==> config.mk <==
export PLATFORM = sky130hd
export DESIGN_NAME = imem_dmem_port_arbiter
export DESIGN_NICKNAME = d
export VERILOG_FILES = /design/src/rtl/imem_dmem_port_arbiter.sv
export SDC_FILE = /design/constraint.sdc
export NUM_CORES = 1
export LEC_CHECK = 0
export ABC_AREA = 1
export CAP_MARGIN = 10
export CORE_MARGIN = 5
export CORE_UTILIZATION = 35
export DETAILED_ROUTE_END_ITERATION = 12
export MAX_ROUTING_LAYER = met4
export PLACE_DENSITY = 0.69
export SLEW_MARGIN = 20
export SYNTH_ARGS = -nofsm -noshare
export SYNTH_HDL_FRONTEND = slang
export SYNTH_SLANG_ARGS = --single-unit
export TNS_END_PERCENT = 30
==> constraint.sdc <==
create_clock -name clk_i -period 2.3 [get_ports clk_i]
set_input_delay 0.575 -clock clk_i [delete_from_list [all_inputs] [get_ports clk_i]]
set_output_delay 0.575 -clock clk_i [all_outputs]
set_load 0.01 [all_outputs]
==> src/rtl/imem_dmem_port_arbiter.sv <==
`default_nettype none
// ============================================================================
//  Module      : imem_dmem_port_arbiter
//  Description : Arbitrates one single-port unified memory between the IF
//                stage (fetch) and the MEM stage (load/store) of a 5-stage
//                pipeline. The data access is always served first, the
//                pipeline is frozen until every active request of the current
//                step has completed, and each access has an ack watchdog.
//  Revision    : 1.0 - initial release
// ============================================================================
module imem_dmem_port_arbiter #(
    parameter int TIMEOUT = 16
) (
    input  logic        clk_i,
    input  logic        rst_i,
    input  logic        start_i,
    input  logic        if_req_i,
    input  logic [31:0] if_addr_i,
    output logic [31:0] if_data_o,
    input  logic        dm_rd_i,
    input  logic        dm_wr_i,
    input  logic [31:0] dm_addr_i,
    input  logic [31:0] dm_wdata_i,
    output logic [31:0] dm_rdata_o,
    output logic        stall_o,
    output logic        mem_en_o,
    output logic        mem_we_o,
    output logic [31:0] mem_addr_o,
    output logic [31:0] mem_wdata_o,
    input  logic [31:0] mem_rdata_i,
    input  logic        mem_ack_i,
    output logic        err_o
);

    localparam int                  c_CNT_W   = $clog2(TIMEOUT + 1);
    localparam logic [c_CNT_W-1:0]  c_TIMEOUT = c_CNT_W'(TIMEOUT);

    typedef enum logic [1:0] {
        IDLE    = 2'd0,
        DM_WAIT = 2'd1,
        IF_WAIT = 2'd2
    } state_t;

    state_t               state_q,     state_d;
    logic [c_CNT_W-1:0]   cnt_q,       cnt_d;
    logic                 if_done_q,   if_done_d;
    logic                 dm_done_q,   dm_done_d;
    logic                 err_q,       err_d;
    logic                 mem_en_q,    mem_en_d;
    logic                 mem_we_q,    mem_we_d;
    logic [31:0]          mem_addr_q,  mem_addr_d;
    logic [31:0]          mem_wdata_q, mem_wdata_d;
    logic [31:0]          if_data_q,   if_data_d;
    logic [31:0]          dm_rdata_q,  dm_rdata_d;

    logic w_dm_pend;
    logic w_if_pend;
    logic w_release;
    logic w_timeout;

    // A request is pending when it is raised and not yet served in this step.
    assign w_dm_pend = (dm_rd_i | dm_wr_i) & ~dm_done_q;
    assign w_if_pend = if_req_i & ~if_done_q;
    assign stall_o   = start_i & (w_dm_pend | w_if_pend);
    // Release: the pipeline advances this edge, so the step's done flags reset.
    assign w_release = start_i & ~stall_o;
    assign w_timeout = (cnt_q == c_TIMEOUT);

    // Next-state logic: issue in IDLE (data first), complete on ack or watchdog.
    always_comb begin
        state_d     = state_q;
        cnt_d       = cnt_q;
        if_done_d   = if_done_q;
        dm_done_d   = dm_done_q;
        err_d       = err_q;
        mem_en_d    = 1'b0;
        mem_we_d    = mem_we_q;
        mem_addr_d  = mem_addr_q;
        mem_wdata_d = mem_wdata_q;
        if_data_d   = if_data_q;
        dm_rdata_d  = dm_rdata_q;

        if (w_release) begin
            if_done_d = 1'b0;
            dm_done_d = 1'b0;
        end

        case (state_q)
            IDLE: begin
                // A release cycle has nothing pending, so no issue happens then.
                if (start_i) begin
                    if (w_dm_pend) begin
                        mem_en_d    = 1'b1;
                        mem_we_d    = dm_wr_i;
                        mem_addr_d  = dm_addr_i;
                        mem_wdata_d = dm_wdata_i;
                        cnt_d       = '0;
                        state_d     = DM_WAIT;
                    end else if (w_if_pend) begin
                        mem_en_d    = 1'b1;
                        mem_we_d    = 1'b0;
                        mem_addr_d  = if_addr_i;
                        cnt_d       = '0;
                        state_d     = IF_WAIT;
                    end
                end
            end

            DM_WAIT, IF_WAIT: begin
                // An ack in the timeout cycle still counts as a normal completion.
                if (mem_ack_i || w_timeout) begin
                    state_d = IDLE;
                    if (!mem_ack_i) begin
                        err_d = 1'b1;
                    end
                    if (state_q == DM_WAIT) begin
                        dm_done_d = 1'b1;
                        // mem_we_q still holds the qualifier of this access.
                        if (!mem_we_q) begin
                            dm_rdata_d = mem_ack_i ? mem_rdata_i : 32'h0;
                        end
                    end else begin
                        if_done_d = 1'b1;
                        if_data_d = mem_ack_i ? mem_rdata_i : 32'h0;
                    end
                end else if (cnt_q != c_TIMEOUT) begin
                    cnt_d = cnt_q + 1'b1;
                end
            end

            default: begin
                state_d = IDLE;
            end
        endcase
    end

    // State and output registers with synchronous active-low reset.
    always_ff @(posedge clk_i) begin
        if (!rst_i) begin
            state_q     <= IDLE;
            cnt_q       <= '0;
            if_done_q   <= 1'b0;
            dm_done_q   <= 1'b0;
            err_q       <= 1'b0;
            mem_en_q    <= 1'b0;
            mem_we_q    <= 1'b0;
            mem_addr_q  <= 32'h0;
            mem_wdata_q <= 32'h0;
            if_data_q   <= 32'h0;
            dm_rdata_q  <= 32'h0;
        end else begin
            state_q     <= state_d;
            cnt_q       <= cnt_d;
            if_done_q   <= if_done_d;
            dm_done_q   <= dm_done_d;
            err_q       <= err_d;
            mem_en_q    <= mem_en_d;
            mem_we_q    <= mem_we_d;
            mem_addr_q  <= mem_addr_d;
            mem_wdata_q <= mem_wdata_d;
            if_data_q   <= if_data_d;
            dm_rdata_q  <= dm_rdata_d;
        end
    end

    assign mem_en_o    = mem_en_q;
    assign mem_we_o    = mem_we_q;
    assign mem_addr_o  = mem_addr_q;
    assign mem_wdata_o = mem_wdata_q;
    assign if_data_o   = if_data_q;
    assign dm_rdata_o  = dm_rdata_q;
    assign err_o       = err_q;

endmodule
`default_nettype wire

==> results of run 1 <==
## area by class of cell
| cell class | count | share of cell area, % |
|---|---|---|
| Tap cell | 220 | 2.93 |
| Clock inverter | 14 | 1.94 |
| Clock buffer | 18 | 4.67 |
| Inverter | 52 | 2.10 |
| Multi-Input combinational cell | 553 | 27.1 |
| Timing Repair Buffer | 289 | 31.4 |
| Sequential cell | 140 | 29.8 |
## critical path, cell delays in order
cell,delay (ps)
sky130_fd_sc_hd__clkdlybuf4s50_1,500
sky130_fd_sc_hd__o21bai_4,70
sky130_fd_sc_hd__a21oi_2,140
sky130_fd_sc_hd__buf_4,160
sky130_fd_sc_hd__clkdlybuf4s15_2,230
## per-stage QoR
step | utilization (%) | setup TNS [ps] | worst slack [ps]
after floorplan | - | 0 | 583
after global placement | 53.3 | -9630 | -328
after detailed placement | 53.3 | -11530 | -327
after CTS | 57.0 | 0 | 41.4
after global routing | 57.1 | 0 | 6.05
final | 57.1 | 0 | 39.2
## layout by cell type, fill, tap and decap left out, types with 9 or more instances in the layout
cell,n
sky130_fd_sc_hd__or2_0,20
sky130_fd_sc_hd__nand2_1,211
sky130_fd_sc_hd__o21ai_0,35
sky130_fd_sc_hd__nor2_1,82
sky130_fd_sc_hd__nand3_1,39
sky130_fd_sc_hd__inv_1,50
sky130_fd_sc_hd__a21oi_1,133
sky130_fd_sc_hd__or2_2,11
sky130_fd_sc_hd__clkdlybuf4s50_1,264
sky130_fd_sc_hd__buf_4,13
sky130_fd_sc_hd__clkbuf_16,17
sky130_fd_sc_hd__dfxtp_1,140
sky130_fd_sc_hd__buf_12,9
## flip-flops by register name, indices dropped and copies added, names as in the netlist
| register | flops |
|---|---|
| cnt_q | 5 |
| dm_done_q | 1 |
| dm_rdata_o | 32 |
| err_o | 1 |
| if_data_o | 32 |
| if_done_q | 1 |
| mem_addr_o | 32 |
| mem_en_o | 1 |
| mem_wdata_o | 32 |
| mem_we_o | 1 |
| state_q | 2 |
## worst min path at each step
stage	to	depth (start not counted)
2_1_floorplan	state_q[1]$_SDFFE_PN0P_	2
4_1_cts	mem_addr_o[17]$_SDFFE_PN0P_	2
3_5_place_dp	mem_addr_o[17]$_SDFFE_PN0P_	2
6_report	mem_addr_o[17]$_SDFFE_PN0P_	2
5_1_grt	mem_addr_o[0]$_SDFFE_PN0P_	2
3_3_place_gp	mem_addr_o[29]$_SDFFE_PN0P_	2
## Yosys cell counts
library cell	n	area, µm²
sky130_fd_sc_hd__nand2_1	211	792
sky130_fd_sc_hd__dfxtp_1	140	2800
sky130_fd_sc_hd__a21oi_1	133	666
sky130_fd_sc_hd__nor2_1	82	308
sky130_fd_sc_hd__inv_1	51	191
sky130_fd_sc_hd__nand3_1	39	195
sky130_fd_sc_hd__o21ai_0	35	175
sky130_fd_sc_hd__clkbuf_1	27	101
sky130_fd_sc_hd__buf_2	23	115
sky130_fd_sc_hd__or2_0	20	125
sky130_fd_sc_hd__or2_2	11	68.8
sky130_fd_sc_hd__ha_1	5	62.6
sky130_fd_sc_hd__buf_4	3	22.5
sky130_fd_sc_hd__buf_6	3	33.8
sky130_fd_sc_hd__nand3b_1	3	22.5
sky130_fd_sc_hd__nand4_1	2	12.5
sky130_fd_sc_hd__o21bai_1	2	15.0
sky130_fd_sc_hd__xor2_1	2	17.5
sky130_fd_sc_hd__a21oi_2	1	8.76
sky130_fd_sc_hd__clkbuf_2	1	5.00
sky130_fd_sc_hd__inv_2	1	3.75
sky130_fd_sc_hd__nand2_2	1	6.26
sky130_fd_sc_hd__nand2_4	1	11.3
sky130_fd_sc_hd__nand3b_4	1	20.0
sky130_fd_sc_hd__nor2_2	1	6.26
sky130_fd_sc_hd__o21a_1	1	7.51
sky130_fd_sc_hd__o21bai_4	1	18.8
sky130_fd_sc_hd__xnor2_1	1	8.76
## where the power goes
part	switching [µW]	internal (µW)	leakage (µW)
clock	1100	1760	0.000288
sequential	125	2650	0.00114
combinational	1000	945	0.00217
total	2220	5360	0.00360
## cells by family (layout without fill, tap and decap cells)
| group | Yosys count | after routing | synth area share, % |
|---|---|---|---|
| AOI/OAI and AO/OA | 173 | 173 | 15.3 |
| xor gates and xnor gates | 3 | 3 | 0.451 |
| adders and majority gates | 5 | 5 | 1.07 |
| buffers and inverters | 109 | 373 | 8.12 |
| DFF | 140 | 140 | 48.1 |
| and+or+nand+nor | 372 | 372 | 26.9 |
## metal layers
layer	share of wire (%)	global-route usage (%)
met2	44	27.9
met3	9.9	8.21
met1	44	23.5
met5	0	-
met4	2.0	5.41
## repair_timing
| item | CTS | global route |
|---|---|---|
| endpoints found under the setup margin | 1 | 7 |
| gates resized for setup | 4 | 1 |
| hold buffers | 0 | 0 |
==> summary.log, run 1 <==
qor: floorplan.die-width 139 µm
qor: routing.finalWirelength 18.1 mm
qor: pwr.static-leakage-power 0.00360 µW
qor: place.port_buffers 266
qor: sta.tightest_slew 420 ps
qor: floorplan.top_level_ports 267
qor: worst_setup_path.critical_path.max_fanout 4
qor: sta.timing.final.max_slew_violations 0
qor: yosys.netlist_area 5820 µm²
qor: cells_and_area.multi_input_area 2550 µm²
qor: worst_setup_path.regToRegEndpoint cnt_q[2]$_SDFFE_PN0P_
qor: worst_setup_path.sort_of_element_at_the_start_of_the_critical_path input pin
qor: clock_tree.cts.root.buffer_cell sky130_fd_sc_hd__clkbuf_16
qor: grt.grt.overflow.total 0
qor: place.dp_hpwl 12.9 mm
qor: worst_setup_path.crit_arrival 1690 ps
qor: sta.report.final.setup_viol 0
qor: worst_setup_path.cp-end-kind output pin
qor: floorplan.std_cell_rows 47
qor: routing.via_count 5964
qor: cells_and_area.layout.nets 1193
qor: yosys.synthesis.area_per_instance 7.26 µm²
qor: place.dpl_cell_area 8770 µm²
qor: cells_and_area.final_layout_size_suffix_gt1_share 7.04%
qor: routing.drt-initial-drc-count 251
qor: worst_setup_path.crit_path_start dm_rd_i
qor: routing.postRouteAntennaNets 0
qor: yosys.synth-seq-cells 140
qor: yosys.ys_types 28
qor: cells_and_area.diodes 0
qor: sta.timing.final.hold_violations 0
qor: pwr.power_density_normalized_to_cell_area 806 nW/µm²
qor: place.gp_congestion 0.880
qor: floorplan.initial_core_util 35.4%
qor: worst_setup_path.critical_path_class input pin to output pin
qor: floorplan.dieArea 19300 µm²
qor: cells_and_area.area.sequential 2800 µm²
qor: grt.grt_use_total 18.9%
qor: place.post-place-cells 1254
qor: worst_setup_path.worstPathRequired 1730 ps
qor: routing.drc 0
qor: clock_tree.cts_tree done
qor: routing.wl_per_cell 14.1 µm
qor: cells_and_area.flow.area_growth_from_synthesis 61.4%
qor: cells_and_area.layout.cell_area.non_filler 9400 µm²
qor: sta.max_freq 442 MHz
qor: sta.clock_skew 8.35 ps
qor: clock_tree.post-cts-setup-buffers 0
qor: routing.route.detailed.vias_per_inst 4.64
qor: clock_tree.worst_skew_pair.late_latency 400 ps
qor: clock_tree.cts_buffer_depth 2
qor: worst_setup_path.r2r_setup_slack 490 ps
qor: clock_tree.numCtsBuffers 17
qor: grt.first_global_vias 5616
qor: worst_setup_path.critical_path.reg2reg.startpoint state_q[0]$_SDFFE_PN0P_
qor: floorplan.core_area 16500 µm²
qor: sta.layout_worst_path_cycle_share 98.3%
qor: run.max-cap-violations 0
qor: min_path.hold_path_class register to register
qor: grt.antenna_found_initial 0
qor: clock_tree.cts.sinks 140
qor: worst_setup_path.setup.worst_path.end stall_o
qor: pwr.design_power_total 7580 µW
qor: clock_tree.worst_setup_hold_path_clk_slew 60 ps
qor: worst_setup_path.rr_worst_depth 9
qor: grt.largest_net_degree_at_the_start_of_global_routing 69
qor: yosys.ys_seq_area_share 48.1%
qor: grt.grt_pass1_wl 29.3 mm
qor: min_path.min_from mem_addr_o[17]$_SDFFE_PN0P_
qor: pwr.ir_drop 616 µV
qor: sta.period_minus_slack 2260 ps
qor: routing.first_pass_iters 4
qor: sta.max-slew-margin-rel 72.0%
qor: cells_and_area.fillerInstances 1528
qor: yosys.netlist_instances 802
qor: cells_and_area.finalNonFillerCells 1286
qor: sta.fin_hold_ws 457 ps
qor: yosys.ys.warnings.count 0
qor: sta.rsz0062_at_grt false
qor: floorplan.fp.dieH 139 µm
qor: run_status.outcome finished clean
qor: yosys.net_count_synth 942
qor: clock_tree.htree_levels 4
Power figures use the tool's default switching activity.
==> run 2, diff against run 1 <==
CTS_BUF_LIST = sky130_fd_sc_hd__clkbuf_16   (was unset)
CTS_CLUSTER_SIZE = 20   (was unset)
SLEW_MARGIN = unset   (was 20)
==> summary.log, run 2 (synthesis gave the netlist of run 1 again) <==
qor: clock_tree.numCtsBuffers 17 [unchanged]
qor: sta.timing.final.max_slew_violations 0 [unchanged]
qor: floorplan.core_area 16500 µm² [unchanged]
qor: floorplan.dieArea 19300 µm² [unchanged]
qor: place.dp_hpwl 12.9 mm [unchanged]
qor: worst_setup_path.sort_of_element_at_the_start_of_the_critical_path input pin
qor: grt.grt_use_total 18.9% [-0.030 points]
qor: run.max-cap-violations 0 [unchanged]
qor: clock_tree.cts_tree done
qor: pwr.ir_drop 615 µV [-0.18%]
qor: clock_tree.htree_levels 4 [unchanged]
qor: sta.finalWorstSetupSlack 39.5 ps [+0.257 ps]
qor: cells_and_area.fillerInstances 1531 [+0.20%]
qor: cells_and_area.finalNonFillerCells 1286 [unchanged]
qor: worst_setup_path.rr_worst_depth 9 [unchanged]
qor: grt.largest_net_degree_at_the_start_of_global_routing 69 [unchanged]
qor: grt.first_global_vias 5605 [-0.20%]
qor: clock_tree.cts_hold_buf 0 [unchanged]
qor: sta.period_minus_slack 2260 ps [-0.257 ps]
qor: grt.grt.overflow.total 0 [unchanged]
qor: grt.antenna_found_initial 0 [unchanged]
qor: place.post-place-cells 1254 [unchanged]
qor: pwr.power_density_normalized_to_cell_area 803 nW/µm² [-0.38%]
qor: cells_and_area.flow.area_growth_from_synthesis 61.2%
qor: sta.layout_worst_path_cycle_share 98.3% [about the same]
qor: cells_and_area.final_layout_size_suffix_gt1_share 6.94% [-0.094 points]
qor: min_path.worst_hold_path.num_cells 2 [unchanged]
qor: routing.finalWirelength 18.1 mm [-0.18%]
qor: routing.postRouteAntennaNets 0 [unchanged]
qor: routing.first_pass_iters 4 [unchanged]
qor: worst_setup_path.critical_path.max_fanout 4 [unchanged]
qor: routing.via_count 5958 [-0.10%]
qor: floorplan.die-width 139 µm [unchanged]
qor: place.post-place-ws -327 ps [unchanged]
qor: sta.max_freq 442 MHz [about the same]
qor: routing.wl_per_cell 14.1 µm [-0.18%]
qor: sta.tightest_slew 421 ps [+0.815 ps]
qor: worst_setup_path.crit_arrival 1690 ps [about the same]
qor: worst_setup_path.worstPathRequired 1730 ps [about the same]
qor: cells_and_area.layout.nets 1193 [unchanged]
qor: place.gp_congestion 0.880 [unchanged]
qor: worst_setup_path.cp-end-kind output pin
qor: routing.route.detailed.vias_per_inst 4.63 [-0.10%]
qor: clock_tree.cts.root.buffer_cell sky130_fd_sc_hd__clkbuf_16
qor: clock_tree.cts.sinks 140 [unchanged]
qor: sta.report.final.setup_viol 0 [unchanged]
qor: sta.max-slew-margin-rel 71.9% [about the same]
qor: worst_setup_path.critical_path_class input pin to output pin
qor: floorplan.initial_core_util 35.4% [unchanged]
qor: sta.clock_skew 8.84 ps [+0.496 ps]
qor: floorplan.top_level_ports 267 [unchanged]
qor: sta.rsz0062_at_grt false
qor: clock_tree.worst_skew_pair.late_latency 400 ps [about the same]
qor: routing.drc 0 [unchanged]
qor: cells_and_area.diodes 0 [unchanged]
qor: clock_tree.cts_buffer_depth 2 [unchanged]
qor: routing.drt-initial-drc-count 257 [+2.4%]
qor: sta.timing.final.hold_violations 0 [unchanged]
qor: grt.grt_pass1_wl 29.3 mm [-0.14%]
qor: min_path.hold_path_class register to register
qor: run_status.outcome finished clean
qor: place.port_buffers 266 [unchanged]
qor: pwr.design_power_total 7540 µW [-0.49%]
qor: floorplan.std_cell_rows 47 [unchanged]
qor: clock_tree.worst_setup_hold_path_clk_slew 60 ps [about the same]
qor: cells_and_area.most_common_cell_after_layout_fill_and_taps_aside sky130_fd_sc_hd__clkdlybuf4s50_1
qor: cells_and_area.mostFrequentLayoutCells 264 x sky130_fd_sc_hd__clkdlybuf4s50_1, 211 x sky130_fd_sc_hd__nand2_1, 140 x sky130_fd_sc_hd__dfxtp_1
qor: pwr.static-leakage-power 0.00360 µW [-0.16%]
qor: floorplan.fp.dieH 139 µm [unchanged]
==> run 2: cell types whose count changed in the layout (fill, tap and decap cells not counted) <==
cell                       delta
sky130_fd_sc_hd__clkbuf_8     -1
sky130_fd_sc_hd__clkinv_1     +1
==> run 2: power by group <==
part | leakage [µW] | switching (µW) | internal (µW)
clock network | 0.000282 | 1100 | 1720
logic | 0.00217 | 997 | 945
registers | 0.00114 | 125 | 2650
==> run 2: path summary, 6_finish.rpt <==
kind | from | endpoint | slack, ps
worst max register to register | state_q[0]$_SDFFE_PN0P_ | cnt_q[2]$_SDFFE_PN0P_ | 490
worst min register to register | mem_addr_o[17]$_SDFFE_PN0P_ | mem_addr_o[17]$_SDFFE_PN0P_ | 460
worst min-delay path | mem_addr_o[17]$_SDFFE_PN0P_ | mem_addr_o[17]$_SDFFE_PN0P_ | 460
worst max-delay path | dm_rd_i | stall_o | 40
==> run 2: what timing repair did <==
action,in CTS,in global routing
endpoints found under the setup margin,1,6
gates resized for setup,4,1
hold endpoints to repair,0,0
buffers inserted,0,0
==> run 2: final cells by class <==
type / instances / area [µm²] / area share [%]
Clock buffer: 17 / 425 / 4.53
Sequential cell: 140 / 2800 / 29.9
Tap cell: 220 / 275 / 2.93
Inverter: 52 / 198 / 2.11
Timing Repair Buffer: 289 / 2950 / 31.4
Multi-Input combinational cell: 553 / 2550 / 27.1
Clock inverter: 15 / 186 / 1.99
==> run 2: layer usage <==
layer | global-route usage, % | vias to the layer above | share of wire, %
met2 | 28.0 | 226 | 44
met5 | - | - | 0
met3 | 8.21 | 24 | 11
met1 | 23.4 | 2653 | 44
li1 | - | 3055 | -
met4 | 5.41 | 0 | 2.0
==> run 2: worst max-delay path, stage by stage <==
cell,delay [ps]
sky130_fd_sc_hd__clkdlybuf4s50_1,500
sky130_fd_sc_hd__o21bai_4,70
sky130_fd_sc_hd__a21oi_2,140
sky130_fd_sc_hd__buf_4,160
sky130_fd_sc_hd__clkdlybuf4s15_2,230
==> run 2: per-stage QoR <==
| stage | util, % | setup TNS [ps] | area, µm² | hold slack, ps |
|---|---|---|---|---|
| after global routing | 57.0 | 0 | 9390 | 473 |
| after global placement | 53.3 | -9630 | 8770 | 447 |
| after CTS | 57.0 | 0 | 9380 | 459 |
| after detailed placement | 53.3 | -11530 | 8770 | 450 |
| final | 57.0 | 0 | 9390 | 458 |
| after floorplan | - | 0 | 5820 | 445 |
==> variant: new RTL, config.mk and constraints of run 1 <==
Set the parameter `TIMEOUT` to 8 (it was 16).
--- a/src/rtl/imem_dmem_port_arbiter.sv
+++ b/src/rtl/imem_dmem_port_arbiter.sv
@@ -10,5 +10,5 @@
 // ============================================================================
 module imem_dmem_port_arbiter #(
-    parameter int TIMEOUT = 16
+    parameter int TIMEOUT = 8
 ) (
     input  logic        clk_i,
Behaviour: no difference found for any inputs over 4 cycles, from zero or initial values and one cycle with rst_i low; that may be too few to reach the edited logic, so the function may still have changed.
==> variant against run 1 <==
Register-to-register slack better by 0.11 ns; synthesized cell count down 0.62%; cell count down 0.47%; power up 10%; area after synthesis down 1.7%; cell area down 1.4%; worst hold slack worse by 0.014 ns; setup slack better by 0.095 ns; critical endpoint unchanged; largest cell class unchanged; routed wire length up 3.3%; maximum frequency up 4.4%; sequential power up 6%; sequential cell count down 1.
==> variant: results (changes against run 1) <==
Synthesis
  • Synth Area in Compound Gates: 0.1747 (+0.02173)
  • Top post-synthesis cells by area: dfxtp_1, nand2_1, nor2_1, a21oi_1, o21ai_0
  • Net Count, Synth: 937 (-0.53%)
  • Most frequent cells after synthesis: nand2_1, nor2_1, dfxtp_1, a21oi_1, o21ai_0
  • Post-synthesis sequential area ratio: 0.4863 (+0.005026)
  • Syn avg cell area: 7.179 um2 (-1.1%)
  • Yosys cell types: 25 (-11%)
  • Post-Synth Adder-Cell Area: 0.01093 (+0.0001903)

Route
  • Routed WL per cell: 14.63 um (+3.8%)
  • Via/cell ratio: 4.610 (-0.59%)
  • WL met2: 8.765 mm (+11%)

Pwr
  • Tot Pwr: 8.357 mW (+10%)
  • Sequential Power: 2.95 mW (+6%)
  • LEAKAGE: 3.785 nW (+5.1%)
  • Comb power: 2.41 mW (+24%)
  • Internal Power: 5.898 mW (+10%)

Critical path
  • Reg2reg path depth: 7 (-2)
  • Worst Path Arrival: 1.59 ns (-0.10 ns)
  • Critical R2R Capture: cnt_q[1]
  • Worst R2R Setup Slack: 0.60 ns (+0.11 ns)
  • Crit path max fanout: 2 (-2)

Min path
  • Hold Path Origin: if_data_o[25]

Floorplan
  • Core footprint: 15940 um2 (-3.2%)

Status
  • Status: complete, no violations

Global route
  • Grt met3 use: 0.06785 (-0.01422)
  • Vias in the first global route: 5495 (-2.2%)
  • First-pass GRT wire length: 28.01 mm (-4.4%)
  • Met1 Track Usage GR: 0.2247 (-0.01042)

Placement
  • Pre-CTS WS: -0.1435 ns (+0.1833 ns)
  • Placed inst area: 8618 um2 (-1.7%)
  • GPL Wtd Cong: 0.7767 (-12%)

Clock network
  • CTS resizes: 1 (-3)

STA
  • Max_slew headroom: 0.6171 (-0.1029)
  • Fin Hold WS: 0.4431 ns (-0.01372 ns)

Final layout
  • Final clock-cell share: 0.06995 (+0.003774)
  • Post-route insts no fill: 1280 (-0.47%)
  • Non-clock buffer share of cell area: 0.3121 (-0.002029)
  • Logic inverters: 40 (-23%)
  • Post-Route Utilization: 0.5811 (+0.01048)
[variant: cell types whose count changed in the layout (fill, tap and decap cells not counted), sizes merged, moves of 19 or more]
cell | before | now
nand3 | 39 | 8
or2 | 31 | 0
o21ai | 35 | 79
a21oi | 134 | 87
nor2 | 83 | 167
nand2 | 213 | 193
o21a | 1 | 20
[variant: how the worst max path moves through the flow]
| stage | slack (ns) | cells after the start | endpoint | startpoint |
|---|---|---|---|---|
| 2_1_floorplan | 0.56 | 4 | stall_o | dm_wr_i |
| 3_3_place_gp | -0.13 | 4 | stall_o | dm_wr_i |
| 3_5_place_dp | -0.14 | 4 | stall_o | dm_wr_i |
| 4_1_cts | 0.12 | 4 | stall_o | dm_wr_i |
| 5_1_grt | 0.07 | 4 | stall_o | dm_wr_i |
| 6_report | 0.13 | 4 | stall_o | dm_wr_i |
[variant: worst max-delay path: stages]
cell and delay [ns]:
clkdlybuf4s50_1 0.54, o21bai_4 0.09, a21oi_1 0.11, dlygate4sd2_1 0.28
